--- config.mk ---
export PLATFORM = sky130hd
export DESIGN_NAME = pipelined_cla_adder
export DESIGN_NICKNAME = d
export VERILOG_FILES = /design/src/rtl/pipelined_cla_adder.sv
export SDC_FILE = /design/constraint.sdc
export NUM_CORES = 1
export LEC_CHECK = 0
export CAP_MARGIN = 20
export CORE_ASPECT_RATIO = 2
export CORE_MARGIN = 2
export CORE_UTILIZATION = 53
export CTS_BUF_LIST = sky130_fd_sc_hd__clkbuf_8
export CTS_CLUSTER_DIAMETER = 150
export DETAILED_ROUTE_END_ITERATION = 10
export PLACE_DENSITY = 0.81
export SKIP_CTS_REPAIR_TIMING = 1
export SYNTH_ARGS = -nofsm -noshare
export SYNTH_HDL_FRONTEND = slang
export SYNTH_SLANG_ARGS = --single-unit
--- constraint.sdc ---
create_clock -name clk -period 5.9 [get_ports clk]
set_input_delay 0.59 -clock clk [delete_from_list [all_inputs] [get_ports clk]]
set_output_delay 0.59 -clock clk [all_outputs]
set_load 0.1 [all_outputs]
--- src/rtl/pipelined_cla_adder.sv ---
// pipelined_cla_adder: pipelined carry-lookahead adder/subtractor.
// The word is cut into STAGES = WIDTH/(4*GROUPS_PER_STAGE) register stages.
// Each stage resolves its slice with 4-bit lookahead groups and a group-level
// lookahead carry from the carry registered by the previous stage. Operand
// bits not yet consumed and sum bits already produced travel with the beat,
// so every sum bit leaves together. One shared advance enable moves the pipe.
// Optional build macro: CLA_SAT_EN (saturate sum on signed overflow).
module pipelined_cla_adder #(
    parameter int WIDTH            = 16,
    parameter int GROUPS_PER_STAGE = 2
) (
    input  logic             clk,
    input  logic             rst,
    input  logic             in_valid,
    output logic             in_ready,
    input  logic [WIDTH-1:0] a,
    input  logic [WIDTH-1:0] b,
    input  logic             cin,
    input  logic             sub,
    output logic             out_valid,
    input  logic             out_ready,
    output logic [WIDTH-1:0] sum,
    output logic             cout,
    output logic             ovf,
    output logic             P,
    output logic             G
);
    localparam int GPS    = GROUPS_PER_STAGE;
    localparam int SW     = 4 * GPS;
    localparam int STAGES = WIDTH / SW;

    if ((GPS < 1) || (WIDTH < SW) || ((WIDTH % SW) != 0)) begin : g_width_check
        $error("pipelined_cla_adder: WIDTH must be a positive multiple of 4*GROUPS_PER_STAGE");
    end

    // Group propagate/generate of one 4-bit group: {P, G}.
    function automatic logic [1:0] grp_pg(input logic [3:0] p, input logic [3:0] g);
        logic gp;
        logic gg;
        gp = &p;
        gg = g[3] | (p[3] & g[2]) | (p[3] & p[2] & g[1]) | (p[3] & p[2] & p[1] & g[0]);
        return {gp, gg};
    endfunction

    // Sum bits of one 4-bit group with fully expanded internal carries.
    function automatic logic [3:0] sum4(input logic [3:0] p, input logic [3:0] g, input logic c);
        logic [3:0] c_v;
        c_v[0] = c;
        c_v[1] = g[0] | (p[0] & c);
        c_v[2] = g[1] | (p[1] & g[0]) | (p[1] & p[0] & c);
        c_v[3] = g[2] | (p[2] & g[1]) | (p[2] & p[1] & g[0]) | (p[2] & p[1] & p[0] & c);
        return p ^ c_v;
    endfunction

    // Group carries of a stage, each a flat sum-of-products of group G/P and the stage carry-in.
    function automatic logic [GPS:0] grp_carries(input logic [GPS-1:0] gp, input logic [GPS-1:0] gg,
                                                 input logic c);
        logic [GPS:0] c_v;
        logic         term;
        logic         prop;
        c_v = '0;
        for (int j = 0; j <= GPS; j++) begin
            prop = 1'b1;
            for (int m = 0; m < j; m++) prop = prop & gp[m];
            term = prop & c;
            for (int i = 0; i < j; i++) begin
                prop = 1'b1;
                for (int m = i + 1; m < j; m++) prop = prop & gp[m];
                term = term | (gg[i] & prop);
            end
            c_v[j] = term;
        end
        return c_v;
    endfunction

    logic adv_s;
    assign adv_s    = !out_valid || out_ready;
    assign in_ready = adv_s;

    for (genvar k = 0; k < STAGES; k++) begin : g_stage
        localparam int LO      = k * SW;
        localparam int REM_IN  = WIDTH - LO;
        localparam int REM_OUT = REM_IN - SW;

        logic [REM_IN-1:0] a_in_s;
        logic [REM_IN-1:0] b_in_s;
        logic              c_in_s;
        logic              p_in_s;
        logic              g_in_s;
        logic              v_in_s;
        logic [SW-1:0]     bp_s;
        logic [SW-1:0]     bg_s;
        logic [GPS-1:0]    gp_s;
        logic [GPS-1:0]    gg_s;
        logic [GPS:0]      gc_s;
        logic [SW-1:0]     slice_sum_s;
        logic              slice_p_s;
        logic              slice_g_s;
        logic [LO+SW-1:0]  s_raw_s;
        logic [LO+SW-1:0]  s_d;
        logic [LO+SW-1:0]  s_q;
        logic              v_q;
        logic              c_q;
        logic              p_q;
        logic              g_q;

        if (k == 0) begin : g_first
            assign a_in_s  = a;
            assign b_in_s  = sub ? ~b : b;
            assign c_in_s  = sub ? 1'b1 : cin;
            assign p_in_s  = 1'b1;
            assign g_in_s  = 1'b0;
            assign v_in_s  = in_valid;
            assign s_raw_s = slice_sum_s;
        end else begin : g_next
            assign a_in_s  = g_stage[k-1].g_fwd.a_q;
            assign b_in_s  = g_stage[k-1].g_fwd.b_q;
            assign c_in_s  = g_stage[k-1].c_q;
            assign p_in_s  = g_stage[k-1].p_q;
            assign g_in_s  = g_stage[k-1].g_q;
            assign v_in_s  = g_stage[k-1].v_q;
            assign s_raw_s = {slice_sum_s, g_stage[k-1].s_q};
        end

        // Lookahead evaluation of this stage's slice from its registered carry-in.
        always_comb begin
            bp_s        = a_in_s[SW-1:0] ^ b_in_s[SW-1:0];
            bg_s        = a_in_s[SW-1:0] & b_in_s[SW-1:0];
            gp_s        = '0;
            gg_s        = '0;
            slice_sum_s = '0;
            for (int j = 0; j < GPS; j++) begin
                {gp_s[j], gg_s[j]} = grp_pg(bp_s[4*j +: 4], bg_s[4*j +: 4]);
            end
            gc_s = grp_carries(gp_s, gg_s, c_in_s);
            for (int j = 0; j < GPS; j++) begin
                slice_sum_s[4*j +: 4] = sum4(bp_s[4*j +: 4], bg_s[4*j +: 4], gc_s[j]);
            end
            slice_p_s = &gp_s;
            slice_g_s = 1'b0;
            for (int j = 0; j < GPS; j++) begin
                slice_g_s = gg_s[j] | (gp_s[j] & slice_g_s);
            end
        end

        // Stage valid, carry, accumulated word P/G and completed sum bits.
        always_ff @(posedge clk) begin
            if (rst) begin
                v_q <= 1'b0;
                c_q <= 1'b0;
                p_q <= 1'b0;
                g_q <= 1'b0;
                s_q <= '0;
            end else if (adv_s) begin
                v_q <= v_in_s;
                c_q <= gc_s[GPS];
                p_q <= slice_p_s & p_in_s;
                g_q <= slice_g_s | (slice_p_s & g_in_s);
                s_q <= s_d;
            end
        end

        if (REM_OUT > 0) begin : g_fwd
            logic [REM_OUT-1:0] a_q;
            logic [REM_OUT-1:0] b_q;

            assign s_d = s_raw_s;

            // Skew registers: operand bits still to be added by later stages.
            always_ff @(posedge clk) begin
                if (rst) begin
                    a_q <= '0;
                    b_q <= '0;
                end else if (adv_s) begin
                    a_q <= a_in_s[REM_IN-1:SW];
                    b_q <= b_in_s[REM_IN-1:SW];
                end
            end
        end else begin : g_last
            logic ovf_d;
            logic ovf_q;

            // Signed overflow uses the unsaturated MSB of the sum.
            assign ovf_d = (a_in_s[SW-1] == b_in_s[SW-1]) && (slice_sum_s[SW-1] != a_in_s[SW-1]);

`ifdef CLA_SAT_EN
            // Clamp to the most positive or most negative value on overflow.
            always_comb begin
                if (ovf_d) begin
                    s_d = a_in_s[SW-1] ? {1'b1, {(WIDTH-1){1'b0}}} : {1'b0, {(WIDTH-1){1'b1}}};
                end else begin
                    s_d = s_raw_s;
                end
            end
`else
            assign s_d = s_raw_s;
`endif

            // Registered overflow flag, aligned with the output sum.
            always_ff @(posedge clk) begin
                if (rst) begin
                    ovf_q <= 1'b0;
                end else if (adv_s) begin
                    ovf_q <= ovf_d;
                end
            end
        end
    end

    assign out_valid = g_stage[STAGES-1].v_q;
    assign sum       = g_stage[STAGES-1].s_q;
    assign cout      = g_stage[STAGES-1].c_q;
    assign P         = g_stage[STAGES-1].p_q;
    assign G         = g_stage[STAGES-1].g_q;
    assign ovf       = g_stage[STAGES-1].g_last.ovf_q;

endmodule

==> reports/results.ini <==
[power]
p_leak_uw=0.00133
finalPower_uw=898
vdd_drop_max_v=0.000197
p_per_area_nw_per_um2=277

[setup_path]
arrival_ns=3.30
r2r-start=out_valid
end_kind=primary output
cp-endpoint=in_ready
startpoint=out_ready
reg2reg_depth=7
r2r_slack_ns=3.66
r2r-end=g_stage[0].g_q
crit_fanout=50
worst-setup-path-type=primary input to primary output
cp_data_required_time_ns=5.31
crit_path_start_kind=primary input

[layout]
mostFrequentLayoutCells=59 x clkdlybuf4s50_1, 53 x nand2_1, 49 x dfxtp_1, 31 x a21oi_1, 23 x nor2_1
final_util=0.698
final_common_cell=clkdlybuf4s50_1
area_growth_pct=26.5
fin_nets=413
fillCellCount=386
drive_gt1_frac=0.0393
diodes=0

[synth]
avgSynthCellArea_um2=8.39
synth_edf_count=0
synth_flop_cell=dfxtp_1
synth_area_leaders=dfxtp_1 38%, ha_1 7.8%, nand2_1 7.8%
synth_top_area_frac=0.383
yosys.area.top_type=dfxtp_1
synth_seq_cells=49
netlist_instances=305
ys_seq_area_frac=0.383
syn-num-nets=363
postSynth.asyncResetShare=0
syn-cell-area_um2=2560
synth_cell_type_count=40
yosysWarnings=0

[clock_tree]
numCtsBuffers=5
clk-insertion-delay-late_ns=0.30
htreeDepth=2
clkSinkCount=49
cts_buffer_depth=2
cts_tree=yes
clock-root-buffer=clkbuf_8
clkTransAtPathRegs_ns=0.09

[timing]
finClkSkew_ns=0.00437
post-route-min-period_ns=3.89
max_freq_mhz=257
hold_violations=0
slew_viol_final=0
worst_pin_slew_ns=1.00
finalSetupViolCount=0
period_share=0.659
rsz0062_at_grt=no
maxSlewHeadroom=0.328
tns_ns=0
fin_ws_ns=2.01

[routing]
finalWirelength_um=5610
dr.first_iter.drc_count=78
drcViolationCount=0
antenna_left=0
dr.pass1.iters=4
via_count=2256
viasPerCell=5.49
drt-wirelength-per-cell_um=13.6

[floorplanning]
start_util=0.551
pin_count=60
fp.dieH_um=102
dieArea_um2=5440
fp.dieW_um=53.1
core_area_um2=4640
rows=35

[global_routing]
grt_pass1_wl_um=9230
antenna_found_initial=0
grt_max_degree=55
grt.total_usage=0.227
grt_overflow=0
grt_pass1_vias=2189

[min_path]
hp-start=sum[9]
hp-class=flip-flop to flip-flop

[placement]
dp_slack_ns=2.01
place_congestion=0.898
port_buffers=59
dp_hpwl_um=4160

[flow_run]
max_cap_violations=0

[outcome]
status=finished, final reports clean

==> worst min path at each step <==
stage,endpoint,slack (ns),cells after the start
final,sum[9],0.46,2
after global routing,g_stage[0].s_q[5],0.48,2
after CTS,sum[6],0.46,2
after detailed placement,sum[6],0.45,2
after global placement,g_stage[0].s_q[7],0.44,2
after floorplan,g_stage[0].s_q[7],0.42,2
==> metal layers <==
layer  up-vias  wire length (um)  global-route usage
li1       1140                 -                   -
met1      1050              2130               0.225
met2        51              3170               0.440
met3        15               148              0.0278
met4         0               162               0.108
met5         -                 0                   0
==> kinds of logic (layout without fill, tap and decap cells) <==
family,Yosys count,in the layout,share of synthesized area
buffers and inverters,32,83,0.0508
AOI/OAI and AO/OA,76,76,0.191
DFF,49,49,0.383
adders and majority gates,20,20,0.109
and+or+nand+nor,103,103,0.180
xor gates and xnor gates,25,25,0.0855
==> cell usage after synthesis, drive strengths merged, types with 2 or more instances <==
cell type  number
nand2          54
dfxtp          49
a21oi          33
nor2           23
a211oi         16
ha             16
inv            14
xor2           14
xnor2          11
clkbuf         10
buf             8
o21ai           8
a21o            6
fa              4
nand3           4
nand3b          4
nor3            4
a31oi           2
nand2b          2
nand4           2
nor3b           2
nor4b           2
o211ai          2
o21a            2
or4             2
==> registers in the layout (all words and copies together) (netlist names), 8 cells and up <==
signal	count
sum	16
g_stage.g_fwd.a_q	8
g_stage.s_q	8
g_stage.g_fwd.b_q	8
==> through the flow <==
stage          instances  instance area (um2)  hold slack, ns
2_1_floorplan        305                 2560           0.425
3_3_place_gp         403                 3160           0.437
3_5_place_dp         403                 3160           0.446
4_1_cts              411                 3240           0.458
5_1_grt              411                 3240           0.484
6_report             411                 3240           0.459
==> cell type report <==
cell class,count,area [um2],area share
Clock buffer,5,68.8,0.0212
Clock inverter,3,11.3,0.00348
Inverter,14,52.6,0.0162
Multi-Input combinational cell,224,1450,0.448
Sequential cell,49,981,0.303
Tap cell,55,68.8,0.0212
Timing Repair Buffer,61,606,0.187
==> critical path, stage by stage <==
cell and delay [ns]:
clkdlybuf4s50_1 0.48, nor2b_2 0.04, buf_4 0.25, inv_2 0.63, clkdlybuf4s50_1 1.27
==> report_power, final <==
part / internal (uW) / leakage, uW / switching (uW)
logic: 112 / 0.000870 / 213
clock network: 79.3 / 0.0000519 / 107
registers: 367 / 0.000406 / 18.9
Power figures use the tool's default switching activity.
